===== config.mk =====
export PLATFORM = sky130hd
export DESIGN_NAME = digitube_scan_latch
export DESIGN_NICKNAME = d
export VERILOG_FILES = /design/src/rtl/digitube_pkg.sv /design/src/rtl/digitube_digit_hold.sv /design/src/rtl/digitube_scan_latch.sv
export SDC_FILE = /design/constraint.sdc
export NUM_CORES = 1
export LEC_CHECK = 0
export CAP_MARGIN = 15
export CORE_MARGIN = 5
export CORE_UTILIZATION = 35
export CTS_CLUSTER_SIZE = 10
export DETAILED_ROUTE_END_ITERATION = 10
export GPL_ROUTABILITY_DRIVEN = 0
export MAX_ROUTING_LAYER = met4
export PLACE_DENSITY = 0.62
export SLEW_MARGIN = 5
export SYNTH_ARGS = -nofsm -noshare
export SYNTH_HDL_FRONTEND = slang
export SYNTH_SLANG_ARGS = --single-unit

===== constraint.sdc =====
create_clock -name clk -period 3.6 [get_ports clk]
set_input_delay 0.54 -clock clk [delete_from_list [all_inputs] [get_ports clk]]
set_output_delay 0.54 -clock clk [all_outputs]
set_load 0.1 [all_outputs]

===== src/rtl/digitube_pkg.sv =====
// digitube_pkg: constants and anode-decode helpers shared by the scan-latch blocks
// and the legacy combinational scan converter.
package digitube_pkg;
   localparam logic [63:0] BLANK = '1;
   function automatic logic onehot0_low(input logic [15:0] an);
      logic [15:0] x;
      x = ~an;
      return (x != 16'd0) && ((x & (x - 16'd1)) == 16'd0);
   endfunction
   function automatic logic [3:0] first_zero(input logic [15:0] an);
      first_zero = 4'd0;
      for (int i = 15; i >= 0; i--)
         if (!an[i]) first_zero = 4'(i);
   endfunction
endpackage


===== src/rtl/digitube_digit_hold.sv =====
// digitube_digit_hold: per-digit segment latch with valid flag and refresh timeout.
module digitube_digit_hold
   import digitube_pkg::*;
#(
   parameter int SEG_W   = 8,
   parameter int TIMEOUT = 4096
) (
   input  logic             clk,
   input  logic             rst_n,
   input  logic             i_cap_en,
   input  logic [SEG_W-1:0] i_cap_seg,
   output logic [SEG_W-1:0] o_seg,
   output logic             o_valid
);
   logic [SEG_W-1:0] r_seg;
   logic             r_valid;
   assign o_seg   = r_seg;
   assign o_valid = r_valid;
   if (TIMEOUT == 0) begin : g_hold
      always_ff @(posedge clk or negedge rst_n) begin
         if (!rst_n) begin
            r_seg   <= BLANK[SEG_W-1:0];
            r_valid <= 1'b0;
         end else if (i_cap_en) begin
            r_seg   <= i_cap_seg;
            r_valid <= 1'b1;
         end
      end
   end else begin : g_tmo
      localparam int TW = $clog2(TIMEOUT + 1);
      logic [TW-1:0] r_tcnt;
      logic [TW-1:0] w_tnext;
      assign w_tnext = r_tcnt + 1'b1;
      // capture has priority over the timeout landing on the same cycle
      always_ff @(posedge clk or negedge rst_n) begin
         if (!rst_n) begin
            r_seg   <= BLANK[SEG_W-1:0];
            r_valid <= 1'b0;
            r_tcnt  <= '0;
         end else if (i_cap_en) begin
            r_seg   <= i_cap_seg;
            r_valid <= 1'b1;
            r_tcnt  <= '0;
         end else if (r_tcnt != TW'(TIMEOUT)) begin
            r_tcnt <= w_tnext;
            if (w_tnext == TW'(TIMEOUT)) begin
               r_seg   <= BLANK[SEG_W-1:0];
               r_valid <= 1'b0;
            end
         end
      end
   end
endmodule


===== src/rtl/digitube_scan_latch.sv =====
// digitube_scan_latch: turns a scanned active-low digit-tube bus into static
// per-digit segment words, capturing only after the bus has settled.
module digitube_scan_latch
   import digitube_pkg::*;
#(
   parameter int NDIGIT  = 4,
   parameter int SEG_W   = 8,
   parameter int STABLE  = 2,
   parameter int TIMEOUT = 4096
) (
   input  logic                    clk,
   input  logic                    rst_n,
   input  logic [NDIGIT-1:0]       an_in,
   input  logic [SEG_W-1:0]        seg_in,
   output logic [NDIGIT*SEG_W-1:0] seg_out,
   output logic [NDIGIT-1:0]       valid_out,
   output logic                    multi_err
);
   localparam int SW = $clog2(STABLE + 1);
   logic [NDIGIT-1:0] r_an;
   logic [SEG_W-1:0]  r_seg;
   logic [SW-1:0]     r_stab;
   logic [15:0]       w_an_pad;
   logic [15:0]       w_in_pad;
   logic              w_legal;
   logic              w_multi_in;
   logic              w_cap;
   logic [3:0]        w_sel;
   always_comb begin
      w_an_pad             = '1;
      w_an_pad[NDIGIT-1:0] = r_an;
      w_in_pad             = '1;
      w_in_pad[NDIGIT-1:0] = an_in;
   end
   assign w_legal    = onehot0_low(w_an_pad);
   assign w_multi_in = !onehot0_low(w_in_pad) && (an_in != '1);
   assign w_sel      = first_zero(w_an_pad);
   assign w_cap      = w_legal && (r_stab >= SW'(STABLE));
   assign multi_err  = !w_legal && (r_an != '1);
   // idle bus is the cleared sample so reset never looks like a multi-select
   always_ff @(posedge clk or negedge rst_n) begin
      if (!rst_n) begin
         r_an   <= '1;
         r_seg  <= BLANK[SEG_W-1:0];
         r_stab <= '0;
      end else begin
         r_an   <= an_in;
         r_seg  <= seg_in;
         r_stab <= w_multi_in ? '0 :
                   ({an_in, seg_in} != {r_an, r_seg}) ? SW'(1) :
                   (r_stab == SW'(STABLE)) ? r_stab : r_stab + 1'b1;
      end
   end
   for (genvar d = 0; d < NDIGIT; d++) begin : g_digit
      digitube_digit_hold #(
         .SEG_W  (SEG_W),
         .TIMEOUT(TIMEOUT)
      ) u_hold (
         .clk      (clk),
         .rst_n    (rst_n),
         .i_cap_en (w_cap && (w_sel == 4'(d))),
         .i_cap_seg(r_seg),
         .o_seg    (seg_out[d*SEG_W +: SEG_W]),
         .o_valid  (valid_out[d])
      );
   end
endmodule


; Word level (Yosys, flattened, before mapping)
; Index checks and enable logic that the tools add are counted.
[word_totals]
ff_bits = 102
inputBits = 14
out_inout_bits = 37
[op_classes]
add_sub_neg = 7
magnitude_cmp = 1
eq_ne = 16
muxes = 39
bitwise_logic = 4
n_reduce_logical = 28
[op_table]
columns = cell, n
row1 = 13-bit 2-to-1 mux, 8
row2 = 8-bit 2-to-1 mux, 12
row3 = "13-bit by 1-bit adder with 13-bit output, second input constant", 4
row4 = "13-bit == test, second input constant", 4
row5 = "13-bit inequality test, second input constant", 4
row6 = 16-bit AND, 2
row7 = 16-bit zero test, 2
row8 = 16-bit NOT, 2
row9 = 16-bit nonzero test, 2
row10 = "16-bit by 1-bit subtractor with 16-bit output, second input constant", 2
row11 = 2-bit nonzero test, 8
row12 = 1-bit 2-to-1 mux, 12
row13 = 4-bit 2-to-1 mux, 3
row14 = 12-bit inequality test, 1
row15 = 1-bit logical AND, 9
row16 = "4-bit by 2-bit == test with 1-bit output, second input constant", 2
row17 = 2-bit 2-to-1 mux, 4
row18 = "4-bit inequality test, second input constant", 2
row19 = 2-bit AND reduction, 4
row20 = "4-bit by 1-bit == test with 1-bit output, second input constant", 1
row21 = 4-bit zero test, 1
row22 = "3-bit inequality test, second input constant", 1
row23 = "2-bit by 1-bit adder with 2-bit output, second input constant", 1
row24 = "2-bit == test, second input constant", 1
row25 = other kinds (2), 3

; Longest topological paths before layout
[logic_depth]
depth_word = 9
mapped_depth = 9
mapped_depth_nobuf = 8

; Modules after synthesis
; From an unflattened synthesis, not the netlist that was laid out.
[unflattened]
hier_cells = 522
area_unflattened_um2 = 5326.4
[modules_own_cells]
columns = module, instances, cells_each, area_per_inst_um2, seq_area_each_um2
row1 = digitube_digit_hold, 4, 118, 1173.6, 560.5
row2 = digitube_scan_latch, 1, 50, 631.9, 365.4

; Worst setup path before layout
; No wires, ideal clock.
[synth_timing]
path_kind = reg-to-output
start = register r_an[1]
end = output multi_err
t_arrival_ps = 2134
slack_ps = 926
path_stages_with_launch = 4
n_path_buf = 0
cell_sequence = dfstp_2 -> o21ai_0 -> a21boi_0 -> a31oi_1
[synth_via]
elab_chain_cells = 7
word_cells_on_any_way = 9
cone_classes = add/sub: 1 / eq/ne: 1 / bitwise: 2 / reduce/logical: 5
[synth_lines]
columns = item, line_no
row1 = from (decl), digitube_scan_latch.sv:20  ; logic [NDIGIT-1:0] r_an;
row2 = from (signal assigned), digitube_scan_latch.sv:47  ; r_an <= an_in;
row3 = 16-bit NOT, digitube_pkg.sv:7  ; x = ~an;
row4 = 16-bit by 1-bit subtractor with 16-bit output, digitube_pkg.sv:8  ; return (x != 16'd0) && ((x & (x - 16'd1)) == 16'd0);
row5 = 16-bit AND, digitube_pkg.sv:8
row6 = 16-bit zero test, digitube_pkg.sv:8
row7 = 1-bit logical AND, digitube_pkg.sv:8
row8 = 1-bit zero test, digitube_scan_latch.sv:39  ; assign multi_err = !w_legal && (r_an != '1);
row9 = 1-bit logical AND *, digitube_scan_latch.sv:39
row10 = to (decl), digitube_scan_latch.sv:17  ; output logic multi_err
; Every way passes the cells marked *; elsewhere a longest branch is shown, timed or not.

; Worst setup path in the final report
[layout_timing]
start = register r_stab[1]
end = register g_digit[3].u_hold.r_valid
[layout_via]
elab_chain_cells = 5
word_cells_on_any_way = 7
cone_classes = order compare: 1 / mux: 1 / reduce/logical: 5
[layout_lines]
columns = item, line_no
row1 = from (decl), digitube_scan_latch.sv:22  ; logic [SW-1:0] r_stab;
row2 = from (signal assigned), digitube_scan_latch.sv:49  ; r_stab <= w_multi_in ? '0 :
row3 = 2-bit >= comparator *, digitube_scan_latch.sv:38  ; assign w_cap = w_legal && (r_stab >= SW'(STABLE));
row4 = 1-bit logical AND *, digitube_scan_latch.sv:38
row5 = 1-bit logical AND *, digitube_scan_latch.sv:61  ; .i_cap_en (w_cap && (w_sel == 4'(d))),
row6 = 2-bit nonzero test (no source line), --
row7 = 2-bit AND reduction (no source line), --
row8 = to (signal assigned), digitube_digit_hold.sv:38  ; r_valid <= 1'b0;
row9 = to (signal assigned), digitube_digit_hold.sv:42  ; r_valid <= 1'b1;
row10 = to (signal assigned), digitube_digit_hold.sv:48  ; r_valid <= 1'b0;
row11 = to (decl), digitube_digit_hold.sv:16  ; logic r_valid;
; Marked as above.
; A chain may end at the register's enable or synchronous reset.

==> key figures <==
Timing
  – Final slew viol count: 0
  – Hold_ws: 0.1907 ns
  – Clk_skew: 0.007648 ns
  – Max transition margin: between 30% and 40%
  – Hold Fails Final Rpt: 0
  – Final setup fails: 0
  – Tmin final: 2.744 ns
  – Max Freq: about 360 MHz
  – RSZ-0062 raised after global routing: no
  – Worst Tran Pin Value: just over 1 ns
  – Total Neg Setup Slack: 0 ns
  – Tcrit/Tclk final: 76.22%

Floorplanning
  – Die Y: 133.6 µm
  – Starting Density: 35.41%
  – Ports: 51
  – Die Area: approximately 18000 µm²
  – Rows: 45
  – Die outline width: 133.6 µm
  – Core area: 15090 µm²

Power
  – Leak: about 0.0027 µW
  – Peak supply drop: ~0.19 mV
  – Pwr/cell area: approximately 410 nW/µm²

Final layout
  – Util after Layout: 41.85%
  – Area grow syn2layout: 18.17%
  – Net count, final: 610
  – Layout cell share with drive strength beyond 1: ~14%
  – N_diodes: 0
  – Final Non-Filler Cells: approximately 780
  – Fill cells: 1462

CTS
  – Post-CTS Hold Buffers: 0
  – Post-CTS Setup Inserts: 0
  – H-Tree Depth: 3
  – Clock transition at path regs: around 0.070 ns
  – Root Driver: clkbuf_16
  – Max clock buf depth: 2
  – Post_cts resized: 0
  – Clk Latency, worst-skew pair: 0.34 ns
  – TritonCTS clock tree: yes
  – TritonCTS Buffers: 9
  – CTS sink count: 102

Drt
  – Wirelength, routed: about 12000 µm
  – Number of vias per cell: 5.089
  – Wl on met1: about 5700 µm
  – DR WL met2: 5630 µm
  – DR DRC count: 0
  – Drt first pass iters: 4
  – Met3 wire len: 324 µm
  – Final ANT Viol Nets: 0
  – Max layer used: met4
  – Via count: 3949
  – Wire per inst: 15.15 µm
  – Initial DRC count: 208

Worst setup path
  – Startpoint types: register
  – CP Depth: 8
  – Worst EP required: 3.83 ns
  – R2r setup slk: 0.86 ns
  – CP Cell Sequence: ha_1 -> o21ai_1 -> nor3_2 -> buf_4 -> nand2b_1 -> or3_1 -> or4_1 -> o21a_1
  – Critical setup path kind: register to register
  – R2R Path End: g_digit[3].u_hold.o_valid
  – Endpoint type of the worst setup path: register
  – CP Max Fanout: 13
  – Worst path max stage delay: just under 0.6 ns
  – Critical Path Slowest Stage Cell: or4_1
  – WP buf/inv: 1
  – Reg2reg start: r_stab[1]
  – Critical Path AT: 2.97 ns
  – R2R depth: 8
  – CP delay by family, top: simple AND/OR/NAND/NOR gates

Placement
  – PortBufs: 50
  – DP Wirelength: around 8600 µm
  – Post-Place Cells: 760

Yosys
  – Synth warn: 0
  – Mapped Area: 5344 µm²
  – Synth Area per Inst: between 9 and 10 µm²
  – Yosys reg bits: slightly above 100
  – FFs w/ async S/R, synth: 100.0%
  – Gate Count Post-Synth: 544
  – Top_reg_cell synth: dfrtp_1
  – EDFF count, synth: 0
  – Syn_nets: 571
  – Seq/Total Area, Yosys: roughly half
  – Post-synth cell types: 55

Global route
  – Pin count of the biggest net entering global routing: just under 60
  – First-pass GRT wire length: 20010 µm
  – GRT Overall Usage: 14.21%
  – Initial antenna violation count: 0
  – Remaining Overflow, GRT: 0
  – Vias in the first global route: 3831

Hold path
  – Hold Crit Class: input pin to async pin

Status
  – Status: completed

Run
  – Max Cap Viol: 0
flip-flops by register name (all words and copies together), names as in the netlist:
| register | count |
|---|---|
| g_digit.u_hold.g_tmo.r_tcnt | 52 |
| r_stab | 2 |
| r_an | 4 |
| r_seg | 8 |
| g_digit.u_hold.o_valid | 4 |
| g_digit.u_hold.o_seg | 32 |
logic make-up (layout without fill, tap and decap cells):
kind of cell | count (synthesis) | count (layout) | share of synthesized area, %
buffers and inverters | 42 | 86 | 3.629
and+or+nand+nor | 247 | 247 | 22.92
xor gates and xnor gates | 65 | 65 | 10.65
muxes | 25 | 25 | 4.706
DFF | 102 | 102 | 48.79
AOI/OAI and AO/OA | 49 | 49 | 6.064
adders and majority gates | 14 | 14 | 3.231
worst max-delay path by stage:
stage                          from                         to
after floorplan             r_an[1]                  multi_err
after global placement    r_stab[1]  g_digit[3].u_hold.o_valid
after detailed placement  r_stab[1]  g_digit[3].u_hold.o_valid
after CTS                 r_stab[1]  g_digit[3].u_hold.o_valid
after global routing      r_stab[1]  g_digit[3].u_hold.o_valid
final                     r_stab[1]  g_digit[3].u_hold.o_valid
worst register-to-register path, cell delays in order, from the launching register on:
cell and delay [ns]:
dfrtp_1 0.42, ha_1 0.27, o21ai_1 0.18, nor3_2 0.05, buf_4 0.19, nand2b_1 0.35
or3_1 0.43, or4_1 0.58, o21a_1 0.17
cell type report:
type | instances | area [µm²] | share of cell area [%]
Clock inverter | 6 | 65.06 | 1.030
Inverter | 15 | 56.30 | 0.8916
Timing Repair Buffer | 55 | 543.0 | 8.599
Multi-Input combinational cell | 400 | 2557 | 40.50
Sequential cell | 102 | 2608 | 41.29
Clock buffer | 10 | 250.2 | 3.963
Tap cell | 188 | 235.2 | 3.725
report_power, final:
part | internal (µW) | switching, µW
Combinational | 118 | 133
Clock | 583 | 428
Sequential | 1220 | 129
Total | 1920 | 690
cell usage after synthesis (3+ instances only):
cell type   n  area (µm²)
nand2b_1    4       25.02
and3_1      9       56.30
dfrtp_1    58        1451
o31ai_1     3       22.52
inv_1      15       56.30
buf_2       5       25.02
nor4_1      7       43.79
o21a_1      4       30.03
nand4_1    13       81.33
dfstp_2    44        1156
or3_1       6       37.54
nor3_1     16       80.08
o21ai_0     9       45.04
nand3_1    27       135.1
nor4b_1     3       26.28
buf_4       4       30.03
a21oi_1    12       60.06
xnor2_1    29       254.0
a31oi_1     4       25.02
clkbuf_1   16       60.06
nand2_1    62       232.7
nor3b_1     4       30.03
mux2i_1    24       240.2
xor2_1     36       315.3
nor2b_1     5       31.28
nor2_1     70       262.8
and2_1      4       25.02
ha_1       13       162.7
per-layer routing:
| metal | vias to the layer above | global-route usage, % |
|---|---|---|
| met5 | - | - |
| met4 | 0 | 4.743 |
| met3 | 8 | 2.190 |
| met2 | 71 | 21.78 |
| met1 | 1936 | 19.34 |
| li1 | 1934 | - |
cell usage in the layout (no fill, tap or decap), types with 9 or more instances in the layout:
cell type        instances
and3_1                   9
dfrtp_1                 58
o21ai_0                  9
inv_1                   15
dfstp_2                 44
clkdlybuf4s50_1         47
xor2_1                  36
nand4_1                 13
mux2i_1                 24
nor3_1                  15
nand3_1                 27
clkbuf_16               10
ha_1                    13
nor2_1                  70
nand2_1                 62
a21oi_1                 12
xnor2_1                 29
through the flow:
step	total power (µW)	area, µm²	setup WS [ns]
floorplan	1515	5344	0.9257
global placement	1606	6000	0.9326
detailed placement	1616	6000	0.8638
CTS	2638	6315	0.8466
global route	2744	6315	0.7239
finish	2606	6315	0.8560
Note: power is estimated with default switching activity, not from simulation.
